==> src/rtl/lsu_pkg.sv <==
// Shared encodings for the load/store memory master.
// Optional feature macro: LSU_READBACK_CHECK_EN adds the VERIFY state.
package lsu_pkg;

  localparam logic [1:0] SZ_B = 2'b00;
  localparam logic [1:0] SZ_H = 2'b01;
  localparam logic [1:0] SZ_W = 2'b10;
  localparam logic [1:0] SZ_X = 2'b11;

  localparam logic [1:0] ERR_NONE     = 2'b00;
  localparam logic [1:0] ERR_MISALIGN = 2'b01;
  localparam logic [1:0] ERR_RANGE    = 2'b10;
  localparam logic [1:0] ERR_SIZE     = 2'b11;

  typedef enum logic [2:0] {
    ST_IDLE   = 3'd0,
    ST_LOAD   = 3'd1,
    ST_RMW_RD = 3'd2,
    ST_WRITE  = 3'd3,
    ST_RESP   = 3'd4
`ifdef LSU_READBACK_CHECK_EN
    , ST_VERIFY = 3'd5
`endif
  } state_t;

endpackage

==> src/rtl/lsu_align.sv <==
// Lane handling for the memory master: extracts and extends a load lane from
// a memory word, and merges a sub-word store into the old memory word.
module lsu_align
  import lsu_pkg::*;
(
  input  logic [31:0] i_word,
  input  logic [1:0]  i_lane,
  input  logic [1:0]  i_size,
  input  logic        i_unsigned,
  input  logic [15:0] i_wdata,
  output logic [31:0] o_load,
  output logic [31:0] o_merged
);

  logic [7:0]  w_byte;
  logic [15:0] w_half;

  // Load path: pick the addressed lane and sign/zero extend it.
  always_comb begin
    w_byte = 8'h00;
    case (i_lane)
      2'd0:    w_byte = i_word[7:0];
      2'd1:    w_byte = i_word[15:8];
      2'd2:    w_byte = i_word[23:16];
      default: w_byte = i_word[31:24];
    endcase
    w_half = i_lane[1] ? i_word[31:16] : i_word[15:0];
    case (i_size)
      SZ_B:    o_load = {{24{~i_unsigned & w_byte[7]}}, w_byte};
      SZ_H:    o_load = {{16{~i_unsigned & w_half[15]}}, w_half};
      default: o_load = i_word;
    endcase
  end

  // Store path: replace only the addressed lane of the old word.
  always_comb begin
    o_merged = i_word;
    case (i_size)
      SZ_B: begin
        case (i_lane)
          2'd0:    o_merged[7:0]   = i_wdata[7:0];
          2'd1:    o_merged[15:8]  = i_wdata[7:0];
          2'd2:    o_merged[23:16] = i_wdata[7:0];
          default: o_merged[31:24] = i_wdata[7:0];
        endcase
      end
      SZ_H: begin
        if (i_lane[1]) o_merged[31:16] = i_wdata;
        else           o_merged[15:0]  = i_wdata;
      end
      default: o_merged = i_word;
    endcase
  end

endmodule

==> src/rtl/lsu_mem_master.sv <==
// Load/store initiator between the MEM stage and a word-indexed data memory.
// Optional feature macro: LSU_READBACK_CHECK_EN re-reads each stored word and
// flags a mismatch on resp_rb_err.
//
// state     | meaning
// ----------|---------------------------------------------------------
// ST_IDLE   | ready for a request, checks run on the accept edge
// ST_LOAD   | memory word addressed, lane extracted into resp_rdata
// ST_RMW_RD | old word read for a byte/half store, merge registered
// ST_WRITE  | single write-strobe cycle
// ST_VERIFY | readback of the written word (optional)
// ST_RESP   | response held until resp_ready
module lsu_mem_master
  import lsu_pkg::*;
#(
  parameter int DEPTH  = 32,
  parameter int ADDR_W = 32
) (
  input  logic              clk,
  input  logic              rst_in,
  input  logic              req_valid,
  output logic              req_ready,
  input  logic              req_we,
  input  logic [1:0]        req_size,
  input  logic              req_unsigned,
  input  logic [ADDR_W-1:0] req_addr,
  input  logic [31:0]       req_wdata,
  output logic              resp_valid,
  input  logic              resp_ready,
  output logic [31:0]       resp_rdata,
  output logic              resp_err,
  output logic [1:0]        resp_err_code,
  output logic              mem_we,
  output logic [ADDR_W-1:0] mem_addr,
  output logic [31:0]       mem_wd,
  input  logic [31:0]       mem_rd
`ifdef LSU_READBACK_CHECK_EN
  ,
  output logic              resp_rb_err
`endif
);

  state_t            r_state;
  logic              r_req_ready;
  logic              r_resp_valid;
  logic [31:0]       r_resp_rdata;
  logic              r_resp_err;
  logic [1:0]        r_err_code;
  logic              r_mem_we;
  logic [ADDR_W-1:0] r_mem_addr;
  logic [31:0]       r_mem_wd;
  logic [1:0]        r_lane;
  logic [1:0]        r_size;
  logic              r_unsigned;
  logic [15:0]       r_wdata;
`ifdef LSU_READBACK_CHECK_EN
  logic              r_rb_err;
`endif

  logic              w_accept;
  logic [ADDR_W-1:0] w_word_idx;
  logic [1:0]        w_chk_code;
  logic [31:0]       w_load;
  logic [31:0]       w_merged;

  assign w_accept   = req_valid & r_req_ready;
  assign w_word_idx = req_addr >> 2;

  // Request checks in priority order: size, alignment, range.
  always_comb begin
    w_chk_code = ERR_NONE;
    if (req_size == SZ_X)
      w_chk_code = ERR_SIZE;
    else if ((req_size == SZ_H && req_addr[0]) ||
             (req_size == SZ_W && req_addr[1:0] != 2'b00))
      w_chk_code = ERR_MISALIGN;
    else if (w_word_idx >= ADDR_W'(DEPTH))
      w_chk_code = ERR_RANGE;
  end

  // The lane unit always looks at the live memory read data; only LOAD and
  // RMW_RD consume its outputs.
  lsu_align u_align (
    .i_word     (mem_rd),
    .i_lane     (r_lane),
    .i_size     (r_size),
    .i_unsigned (r_unsigned),
    .i_wdata    (r_wdata),
    .o_load     (w_load),
    .o_merged   (w_merged)
  );

  // Sequencer with registered outputs; reset abandons any transaction.
  always_ff @(posedge clk) begin
    if (!rst_in) begin
      r_state      <= ST_IDLE;
      r_req_ready  <= 1'b0;
      r_resp_valid <= 1'b0;
      r_resp_rdata <= '0;
      r_resp_err   <= 1'b0;
      r_err_code   <= ERR_NONE;
      r_mem_we     <= 1'b0;
      r_mem_addr   <= '0;
      r_mem_wd     <= '0;
      r_lane       <= '0;
      r_size       <= '0;
      r_unsigned   <= 1'b0;
      r_wdata      <= '0;
`ifdef LSU_READBACK_CHECK_EN
      r_rb_err     <= 1'b0;
`endif
    end else begin
      case (r_state)
        ST_IDLE: begin
          r_req_ready <= 1'b1;
          r_mem_addr  <= '0;
          r_mem_we    <= 1'b0;
          if (w_accept) begin
            r_req_ready <= 1'b0;
            r_lane      <= req_addr[1:0];
            r_size      <= req_size;
            r_unsigned  <= req_unsigned;
            r_wdata     <= req_wdata[15:0];
`ifdef LSU_READBACK_CHECK_EN
            r_rb_err    <= 1'b0;
`endif
            if (w_chk_code != ERR_NONE) begin
              r_resp_valid <= 1'b1;
              r_resp_err   <= 1'b1;
              r_err_code   <= w_chk_code;
              r_resp_rdata <= '0;
              r_state      <= ST_RESP;
            end else begin
              r_mem_addr <= w_word_idx;
              if (!req_we) begin
                r_state <= ST_LOAD;
              end else if (req_size == SZ_W) begin
                r_mem_we <= 1'b1;
                r_mem_wd <= req_wdata;
                r_state  <= ST_WRITE;
              end else begin
                r_state <= ST_RMW_RD;
              end
            end
          end
        end
        ST_LOAD: begin
          r_resp_rdata <= w_load;
          r_resp_err   <= 1'b0;
          r_err_code   <= ERR_NONE;
          r_resp_valid <= 1'b1;
          r_state      <= ST_RESP;
        end
        ST_RMW_RD: begin
          r_mem_wd <= w_merged;
          r_mem_we <= 1'b1;
          r_state  <= ST_WRITE;
        end
        ST_WRITE: begin
          r_mem_we <= 1'b0;
`ifdef LSU_READBACK_CHECK_EN
          r_state  <= ST_VERIFY;
`else
          r_resp_rdata <= '0;
          r_resp_err   <= 1'b0;
          r_err_code   <= ERR_NONE;
          r_resp_valid <= 1'b1;
          r_state      <= ST_RESP;
`endif
        end
`ifdef LSU_READBACK_CHECK_EN
        ST_VERIFY: begin
          r_rb_err     <= (mem_rd != r_mem_wd);
          r_resp_rdata <= '0;
          r_resp_err   <= 1'b0;
          r_err_code   <= ERR_NONE;
          r_resp_valid <= 1'b1;
          r_state      <= ST_RESP;
        end
`endif
        ST_RESP: begin
          if (resp_ready) begin
            r_resp_valid <= 1'b0;
            r_resp_rdata <= '0;
            r_resp_err   <= 1'b0;
            r_err_code   <= ERR_NONE;
            r_mem_addr   <= '0;
            r_req_ready  <= 1'b1;
            r_state      <= ST_IDLE;
          end
        end
        default: r_state <= ST_IDLE;
      endcase
    end
  end

  assign req_ready     = r_req_ready;
  assign resp_valid    = r_resp_valid;
  assign resp_rdata    = r_resp_rdata;
  assign resp_err      = r_resp_err;
  assign resp_err_code = r_err_code;
  // Write strobe is also gated by reset so nothing lands in memory during it.
  assign mem_we        = r_mem_we & rst_in;
  assign mem_addr      = r_mem_addr;
  assign mem_wd        = r_mem_wd;
`ifdef LSU_READBACK_CHECK_EN
  assign resp_rb_err   = r_rb_err;
`endif

endmodule

==> config.mk <==
export PLATFORM = sky130hd
export DESIGN_NAME = lsu_mem_master
export DESIGN_NICKNAME = d
export VERILOG_FILES = /design/src/rtl/lsu_pkg.sv /design/src/rtl/lsu_align.sv /design/src/rtl/lsu_mem_master.sv
export SDC_FILE = /design/constraint.sdc
export NUM_CORES = 1
export LEC_CHECK = 0
export ABC_CLOCK_PERIOD_IN_PS = 2940
export CAP_MARGIN = 25
export CORE_MARGIN = 1.5
export CORE_UTILIZATION = 43
export CTS_CLUSTER_DIAMETER = 50
export DETAILED_ROUTE_END_ITERATION = 7
export MAX_ROUTING_LAYER = met4
export PLACE_DENSITY = 0.76
export SYNTH_ARGS = -nofsm -noshare
export SYNTH_HDL_FRONTEND = slang
export SYNTH_SLANG_ARGS = --single-unit
==> constraint.sdc <==
create_clock -name clk -period 2.94 [get_ports clk]
set_input_delay 0.294 -clock clk [delete_from_list [all_inputs] [get_ports clk]]
set_output_delay 0.294 -clock clk [all_outputs]
set_load 0.03 [all_outputs]
==> metrics.txt, run 1 <==
first drt pass iteration count=6; Ys Warns=0; cts bufs inserted=17; share of power burned in the clock network=between 40% and 50%; post-route ant nets=0; vias=6274; sw frac=roughly a quarter; H-tree levels=4; CP Cell Sequence=or3b_2 -> a2111oi_4 -> nor2_4 -> buf_12 -> mux2i_1; Largest stage delay, worst path=around 700 ps; Pwr Density=a little under 500 nW/um2; Ports=206; Final TNS setup=0 ps; Worst Skew=about 9.4 ps; # diodes=0; number of distinct library cells after synthesis=between 50 and 60; final worst setup slack=a little over 500 ps; worst r2r src=r_state[1]; setup repair bufs after CTS=0; die area=roughly 15000 um2; unrepaired setup endpoints after global routing=false; Logic pwr share=between 10% and 20%; # setup viols final=0; DR iter-0 viols=650; Synth Flop Type=dfxtp_1; total gr overflow=0; post-synthesis async set-or-reset flop share=0%; Final Power=about 4300 uW; Pint=between 3000 and 4000 uW; core region area=13800 um2; register area share after synthesis=around two fifths; DP HPWL=14200 um; cell family with most CP delay=simple AND/OR/NAND/NOR gates; clk sink count=around 120; port bufs=203; Post-CTS Resized=0; Peak supply drop=~0.33 mV; Site Rows=43; placed cell areas=8190 um2; WS Path Type=flip-flop to flip-flop; hold-fix buffers at CTS=0; Finished Cell Area=8800 um2; crit share post-route=82.3%; worst slew pin tran=927 ps; synthesized area=between 6000 and 7000 um2; gpl congestion=~0.88; CTS root buf=clkbuf_16; Syn-to-layout area delta=45.5%; count of maximum capacitance violations=0; critical path endpoint category=flip-flop; HP Class=input port to flip-flop; initial antenna violation count=0; die width=between 100 and 150 um; Post-route DRC=0; Crit. Startpoint=r_state[1]; Die Span Y=122 um; Final Hold Viols=0; first-pass GRT wire length=a little over 30000 um; post-DR wirelength/cell=between 15 and 20 um; EDFF count, synth=0; fmax=413 MHz; NumNets Final=approximately 1000; Post-Place Setup Slack=261 ps; clock insertion delay at the later pin of the skew report=430 ps; Critical Path RT=around 3200 ps; starting density of the core=between 40% and 50%; Slew HR=between 30% and 40%; CTS Buffer Depth=2; hold path start=rst_in; Layout fillers=about 1100; Final min period=2420 ps; Final Core Density=a little under two thirds; worst path bufs/invs=1; mean number of vias per cell=5.74; cells after synthesis=roughly 730; layout cells sized above 1=under 10%; Leakage=roughly 0.0033 uW; Crit path arrival time=approximately 2700 ps; sequential share of power=~40%; slowest library cell on the worst path=or3b_2; number of synthesized register bits=between 100 and 150; largest net degree at the start of global routing=between 60 and 70; final wirelength=between 15000 and 20000 um; Pins Over Slew Limit=0; P_sw=between 1000 and 1500 uW; Avg Inst Size Synth=between 8 and 9 um2; GR Util All Layers=between 20% and 30%; crit-path max FO=24; Clock transition at path regs=~50 ps; Startpoint Class=flip-flop; CTS tree=built; vias in the first global route=about 5700; status=completed
-- synth_stat cells (2+ instances only) --
library cell,number,area [um2]
a31oi_1,6,37.5
nor3b_1,2,15.0
a22oi_1,3,22.5
mux2i_1,31,310
o31a_1,2,17.5
or2_2,2,12.5
inv_1,5,18.8
a221oi_1,14,123
buf_1,3,11.3
nor2b_1,11,68.8
clkbuf_1,61,229
o221ai_1,8,70.1
a22o_1,17,149
a21oi_1,52,260
nor2_1,14,52.6
o22ai_1,4,25.0
o21ai_0,43,215
and2_1,2,12.5
o2bb2ai_1,15,131
or3_1,2,12.5
buf_2,4,20.0
buf_6,3,33.8
nor4_1,7,43.8
a32oi_1,5,43.8
and3_1,26,163
nand3_1,48,240
o211ai_1,21,158
dfxtp_1,124,2480
a211oi_1,6,45.0
nand3b_1,7,52.6
a32o_1,9,90.1
nand2_1,103,387
buf_4,2,15.0
nand2b_1,30,188
nor4bb_1,8,80.1
nor3_1,8,40.0
-- cell usage in the layout (no fill, tap or decap), types with 8 or more instances in the layout --
cell,synthesis,layout
buf_4,2,23
mux2i_1,31,31
nor2_1,14,14
a22o_1,17,17
o2bb2ai_1,15,15
o21ai_0,43,43
a221oi_1,14,14
nor2b_1,11,11
dfxtp_1,124,124
clkbuf_16,0,17
nand2_1,103,103
and3_1,26,26
nor4bb_1,8,8
nand3_1,48,48
a21oi_1,52,52
nand2b_1,30,30
clkdlybuf4s50_1,0,202
a32o_1,9,9
o211ai_1,21,21
o221ai_1,8,8
-- worst paths after layout --
path	cells after the start	slack, ps	to
setup / recovery	5	520	mem_wd[24]
setup reg to reg	5	520	mem_wd[24]
hold / removal	2	200	mem_addr[18]
hold reg to reg	1	460	resp_rdata[7]
-- metrics by stage --
stage | hold slack (ps) | instances
final | 195 | 1093
after CTS | 197 | 1091
after detailed placement | 442 | 1059
after global placement | 433 | 1059
after global routing | 191 | 1093
after floorplan | 430 | 726
-- power by group through the flow --
stage / Combinational [uW] / Sequential [uW] / Clock, uW
after global routing: 533 / 1730 / 2180
final: 499 / 1730 / 2080
after detailed placement: 487 / 1760 / 0
after global placement: 484 / 1760 / 0
after CTS: 491 / 1720 / 2090
after floorplan: 234 / 1760 / 0
-- sequential cells by signal (all words and copies together), names as in the netlist --
| name | flops |
|---|---|
| mem_addr | 30 |
| mem_wd | 32 |
| r_lane | 2 |
| r_mem_we | 1 |
| r_size | 2 |
| r_state | 3 |
| r_unsigned | 1 |
| r_wdata | 16 |
| req_ready | 1 |
| resp_err | 1 |
| resp_err_code | 2 |
| resp_rdata | 32 |
| resp_valid | 1 |
-- worst reg2reg max path: stages, from the launching register on --
cell and delay, ps:
dfxtp_1 530, or3b_2 700, a2111oi_4 570, nor2_4 140, buf_12 210, mux2i_1 160
-- logic make-up after synthesis --
logic type / Yosys count / synth area share, %
compound gates: 213 / 24.4
buf+inv: 79 / 5.48
flops: 124 / 41.1
mux: 32 / 5.32
other cells: 1 / 0.0620
simple gates: 276 / 23.7
-- per-layer routing --
layer | part of all wire (%) | up-vias | track usage (%)
met5 | 0 | - | -
met4 | 2.0 | 0 | 9.56
met3 | 9.1 | 27 | 5.90
met2 | 44 | 340 | 38.0
met1 | 45 | 2906 | 39.3
li1 | - | 3001 | -
-- cell type report --
class | instances | area, um2 | area share [%]
tap | 180 | 225 | 2.56
sequential | 124 | 2480 | 28.2
timing repair buffer | 228 | 2240 | 25.5
clock buffer | 19 | 433 | 4.92
clock inverter | 13 | 150 | 1.71
multi-input combinational | 523 | 3250 | 36.9
inverter | 6 | 22.5 | 0.256
(Power assumes the default switching activity.)
==> run 2, diff against run 1 <==
--- a/config.mk
+++ b/config.mk
@@ -5,14 +5,14 @@
 export SDC_FILE = /design/constraint.sdc
 export NUM_CORES = 1
 export LEC_CHECK = 0
-export ABC_CLOCK_PERIOD_IN_PS = 2940
+export ABC_CLOCK_PERIOD_IN_PS = 2000
 export CAP_MARGIN = 25
 export CORE_MARGIN = 1.5
-export CORE_UTILIZATION = 43
+export CORE_UTILIZATION = 42
 export CTS_CLUSTER_DIAMETER = 50
 export DETAILED_ROUTE_END_ITERATION = 7
 export MAX_ROUTING_LAYER = met4
-export PLACE_DENSITY = 0.76
+export PLACE_DENSITY = 0.78
 export SYNTH_ARGS = -nofsm -noshare
 export SYNTH_HDL_FRONTEND = slang
 export SYNTH_SLANG_ARGS = --single-unit
==> constraint.sdc (replaced) <==
create_clock -name clk -period 2 [get_ports clk]
set_input_delay 0.2 -clock clk [delete_from_list [all_inputs] [get_ports clk]]
set_output_delay 0.2 -clock clk [all_outputs]
set_load 0.03 [all_outputs]
==> run 2 against run 1 <==
Against the previous run:
- register-to-register slack worse by 400 ps
- combinational power up 55%
- final cell count up 3.4%
- critical endpoint is now mem_wd[20]
- fmax up 29%
- routed wire length up 1.6%
- die area up 2.3%
- via count up 3.9%
- flip-flop and latch count unchanged
==> metrics.txt, run 2 (synthesis gave the netlist of run 1 again) <==
NumNets Final=1041; Die Span Y=about 120 um; Cells after DPL=between 1000 and 1500; die width=between 100 and 150 um; crit share post-route=approximately 94%; post-route ant nets=0; # diodes=0; commonest non-fill, non-tap cell in the layout=clkdlybuf4s50_1; fmax=around 530 MHz; worst r2r src=r_state[2]; CP Cell Sequence=nand3b_4 -> or4_4 -> a2111oi_4 -> buf_4 -> or2_4 -> mux2i_1; Worst R2R End=mem_wd[20]; initial antenna violation count=0; largest net degree at the start of global routing=50; vias=~6500; core region area=between 10000 and 15000 um2; Post-route DRC=0; Largest stage delay, worst path=about 430 ps; HP Class=input port to flip-flop; vias in the first global route=5940; Logic pwr share=between 10% and 20%; unrepaired setup endpoints after global routing=false; Levels on crit path=6; DP HPWL=approximately 15000 um; P_sw=1600 uW; FF-to-FF path depth=6; Finished Cell Area=around 9100 um2; Pwr Density=between 600 and 700 nW/um2; placed cell areas=8560 um2; Syn-to-layout area delta=51.2%; GR Util All Layers=27.7%; crit-path max FO=4; CTS Buffer Depth=2; CTS root buf=clkbuf_16; DR iter-0 viols=571; starting density of the core=a little over two fifths; Pins Over Slew Limit=0; final wirelength=20200 um; gpl congestion=approximately 0.95; Peak supply drop=0.519 mV; critical path endpoint category=flip-flop; Crit. Startpoint=r_state[2]; H-tree levels=4; Final min period=about 1900 ps; worst path bufs/invs=1; first-pass GRT wire length=31200 um; most frequent cells in the layout=202 x clkdlybuf4s50_1, 122 x dfxtp_1, 103 x nand2_1; clk sink count=124; Final TNS setup=0 ps; worst slew pin tran=around 660 ps; Ports=206; clock insertion delay at the later pin of the skew report=roughly 420 ps; Leakage=~0.0035 uW; Slew HR=a little under three fifths; cts bufs inserted=17; Critical Path RT=about 2400 ps; Crit path arrival time=between 2000 and 2500 ps; setup repair bufs after CTS=0; count of maximum capacitance violations=0; Final Hold Viols=0; cell family with most CP delay=simple AND/OR/NAND/NOR gates; slowest library cell on the worst path=or4_4; # setup viols final=0; Startpoint Class=flip-flop; r2r setup slk=roughly 120 ps; Layout fillers=~1200; Worst Skew=9.85 ps; mean number of vias per cell=5.77; Site Rows=43; Clock transition at path regs=60 ps; first drt pass iteration count=5; post-DR wirelength/cell=17.9 um; status=completed; port bufs=203; share of power burned in the clock network=between 40% and 50%; CTS tree=built; WS Path Type=flip-flop to flip-flop; CP endpoint=mem_wd[20]; sequential share of power=between 40 and 50%; Non-Filler Instances=roughly 1100; sw frac=between 20% and 30%; total gr overflow=0; layout cells sized above 1=11.6%; Pint=4600 uW; WHS=between 150 and 200 ps; die area=about 15000 um2
## run 2: worst min-delay path by stage
stage,slack (ps),start,cells past startpoint,to
after floorplan,340,req_wdata[10],2,r_wdata[10]
after global placement,440,resp_rdata[7],1,resp_rdata[7]
after detailed placement,440,resp_rdata[7],1,resp_rdata[7]
after CTS,150,rst_in,2,resp_valid
after global routing,170,rst_in,2,resp_valid
final,170,rst_in,2,resp_valid
## run 2: final cells by class
type                            count  area [um2]  share of cell area (%)
Clock buffer                       17         425                    4.65
Clock inverter                     15         139                    1.52
Inverter                            6        22.5                   0.246
Multi-Input combinational cell    523        3270                    35.7
Sequential cell                   124        2480                    27.2
Tap cell                          180         225                    2.46
Timing Repair Buffer              265        2580                    28.2
## run 2: metrics by stage
step	setup WS (ps)	util, %	power (uW)
after floorplan	2.69	-	2930
after global placement	-238	61.2	3330
after detailed placement	-262	61.2	3340
after CTS	75.8	65.3	6240
after global routing	0.371	65.4	6430
final	119	65.4	6200
## run 2: layer usage
layer  routed length, um  vias to the layer above  global-route usage, %
met1                8650                     3048                   36.6
met2                9080                      347                   41.8
met3                1970                       36                   6.37
met4                 462                        0                   9.34
met5                   0                        -                      -
li1                    -                     3088                      -
## run 2: power groups by stage
stage | Sequential [uW] | Clock [uW] | Combinational, uW
after floorplan | 2590 | 0 | 345
after global placement | 2590 | 0 | 747
after detailed placement | 2590 | 0 | 754
after CTS | 2530 | 2940 | 762
after global routing | 2540 | 3060 | 830
final | 2540 | 2890 | 772
## run 2: repair_timing
item / in CTS / in global routing
setup endpoints to repair: 17 / 36
resized for setup: 2 / 4
hold buffers: 0 / 0
==> run 3, diff against run 2 <==
--- a/config.mk
+++ b/config.mk
@@ -11,6 +11,7 @@
 export CORE_UTILIZATION = 42
 export CTS_CLUSTER_DIAMETER = 50
 export DETAILED_ROUTE_END_ITERATION = 7
+export GPL_ROUTABILITY_DRIVEN = 0
 export MAX_ROUTING_LAYER = met4
 export PLACE_DENSITY = 0.78
 export SYNTH_ARGS = -nofsm -noshare
==> run 3 against run 2 <==
Against the previous run:
- register-to-register slack worse by 70 ps
- final cell count is 0.35% higher
- critical path depth stayed put
- flip-flop and latch count stayed put
- non-clock buffer count is 4 higher
- critical endpoint unchanged
==> metrics.txt, run 3 (synthesis gave the netlist of run 1 again) <==
Die Span Y=123 um; Ports=just over 200; Site Rows=43; commonest non-fill, non-tap cell in the layout=clkdlybuf4s50_1; crit-path max FO=4; WS Path Type=flip-flop to flip-flop; Critical Path RT=around 2300 ps; largest net degree at the start of global routing=50; FF-to-FF path depth=6; status=completed; grt peak-use layer=met2; first drt pass iteration count=6; H-tree levels=4; WHS Path Cells=3; Post-route DRC=0; Pins Over Slew Limit=0; Slew HR=roughly 58%; DP HPWL=14900 um; most frequent cells in the layout=202 x clkdlybuf4s50_1, 120 x dfxtp_1, 103 x nand2_1; M3 GR Usage=around 6.1%; met2 track demand over resource=41.5%; GR Util All Layers=between 20% and 30%; mean number of vias per cell=between 5 and 6; hold path endpoint=r_unsigned; fmax=511 MHz; Crit. Startpoint=r_state[2]; final wirelength=~20000 um; total gr overflow=0; first-pass GRT wire length=between 30000 and 40000 um; Layout fillers=between 1000 and 1500; count of maximum capacitance violations=0; worst slew pin tran=632 ps; # setup viols final=0; post-DR wirelength/cell=around 18 um; Crit path arrival time=~2300 ps; hold path start=rst_in; Peak supply drop=0.546 mV; Worst Skew=~12 ps; core region area=14000 um2; CTS Buffer Depth=2; Clock transition at path regs=around 60 ps; die area=15100 um2; worst r2r src=r_state[2]; crit share post-route=between 90% and 100%; HP Class=input port to flip-flop; clock insertion delay at the later pin of the skew report=430 ps; die width=around 120 um; GR Util met1=between 30% and 40%; # diodes=0; Syn-to-layout area delta=52.7%; initial antenna violation count=0; CTS tree=built; Final TNS setup=0 ps; Startpoint Class=flip-flop; post-route ant nets=0; critical path endpoint category=flip-flop; NumNets Final=~1000; Pwr Density=around 700 nW/um2; WHS=between 200 and 250 ps; Leakage=roughly 0.0035 uW; r2r setup slk=~44 ps; DR iter-0 viols=between 500 and 600; clk sink count=124; port bufs=203; Final Hold Viols=0; unrepaired setup endpoints after global routing=true; vias in the first global route=roughly 6000; Worst R2R End=mem_wd[20]; vias=around 6500; cts bufs inserted=17; starting density of the core=between 40 and 50%; layout cells sized above 1=a little under an eighth; Final min period=just under 2000 ps; CTS root buf=clkbuf_16
run 3: routing by layer:
layer / vias up / share of wire (%)
met2: 323 / 44
met1: 2989 / 44
met3: 44 / 9.0
met5: - / 0
met4: 0 / 2.9
li1: 3103 / -
run 3: cell type report:
| cell class | instances | area, um2 | share of cell area, % |
|---|---|---|---|
| multi-input combinational | 523 | 3250 | 35.2 |
| timing repair buffer | 269 | 2610 | 28.3 |
| sequential | 124 | 2490 | 26.9 |
| clock buffer | 19 | 443 | 4.80 |
| tap | 180 | 225 | 2.44 |
| clock inverter | 13 | 191 | 2.07 |
| inverter | 6 | 22.5 | 0.244 |
run 3: worst max-delay path by stage:
stage                  to  slack [ps]  cells past startpoint
2_1_floorplan  mem_wd[10]           3                      6
3_3_place_gp   mem_wd[20]        -230                      7
3_5_place_dp   mem_wd[20]        -300                      7
4_1_cts        mem_wd[20]          50                      6
5_1_grt        mem_wd[20]         -40                      6
6_report       mem_wd[20]          40                      6
run 3: critical path, stage by stage, from the launching register on:
cell and delay [ps]:
dfxtp_2 330, nand3b_4 150, or4_4 430, a2111oi_4 440, buf_4 190, or2_4 140, mux2i_1 190
run 3: repair_timing:
| item | in CTS | in global routing |
|---|---|---|
| gates cloned | 0 | 0 |
| setup buffers | 0 | 1 |
| hold buffers | 0 | 0 |
| gates resized for setup | 1 | 5 |
| endpoints found under the setup margin | 5 | 5 |
| pin swaps | 0 | 2 |
run 3: report_power, final:
group / internal (uW) / switching (uW) / leakage (uW)
logic: 385 / 391 / 0.00223
registers: 2500 / 35.2 / 0.00100
clock network: 2120 / 1160 / 0.000300
total: 5010 / 1590 / 0.00354
run 3: metrics by stage:
step | cell area (um2) | utilization, % | setup slack, ps | power, uW | instances
3_5_place_dp | 8580 | 61.4 | -301 | 3350 | 1101
4_1_cts | 9220 | 65.9 | 49.5 | 6620 | 1133
5_1_grt | 9230 | 66.0 | -40.9 | 6800 | 1134
2_1_floorplan | 6060 | - | 2.69 | 2930 | 726
6_report | 9230 | 66.0 | 43.6 | 6600 | 1134
3_3_place_gp | 8580 | 61.4 | -233 | 3340 | 1101
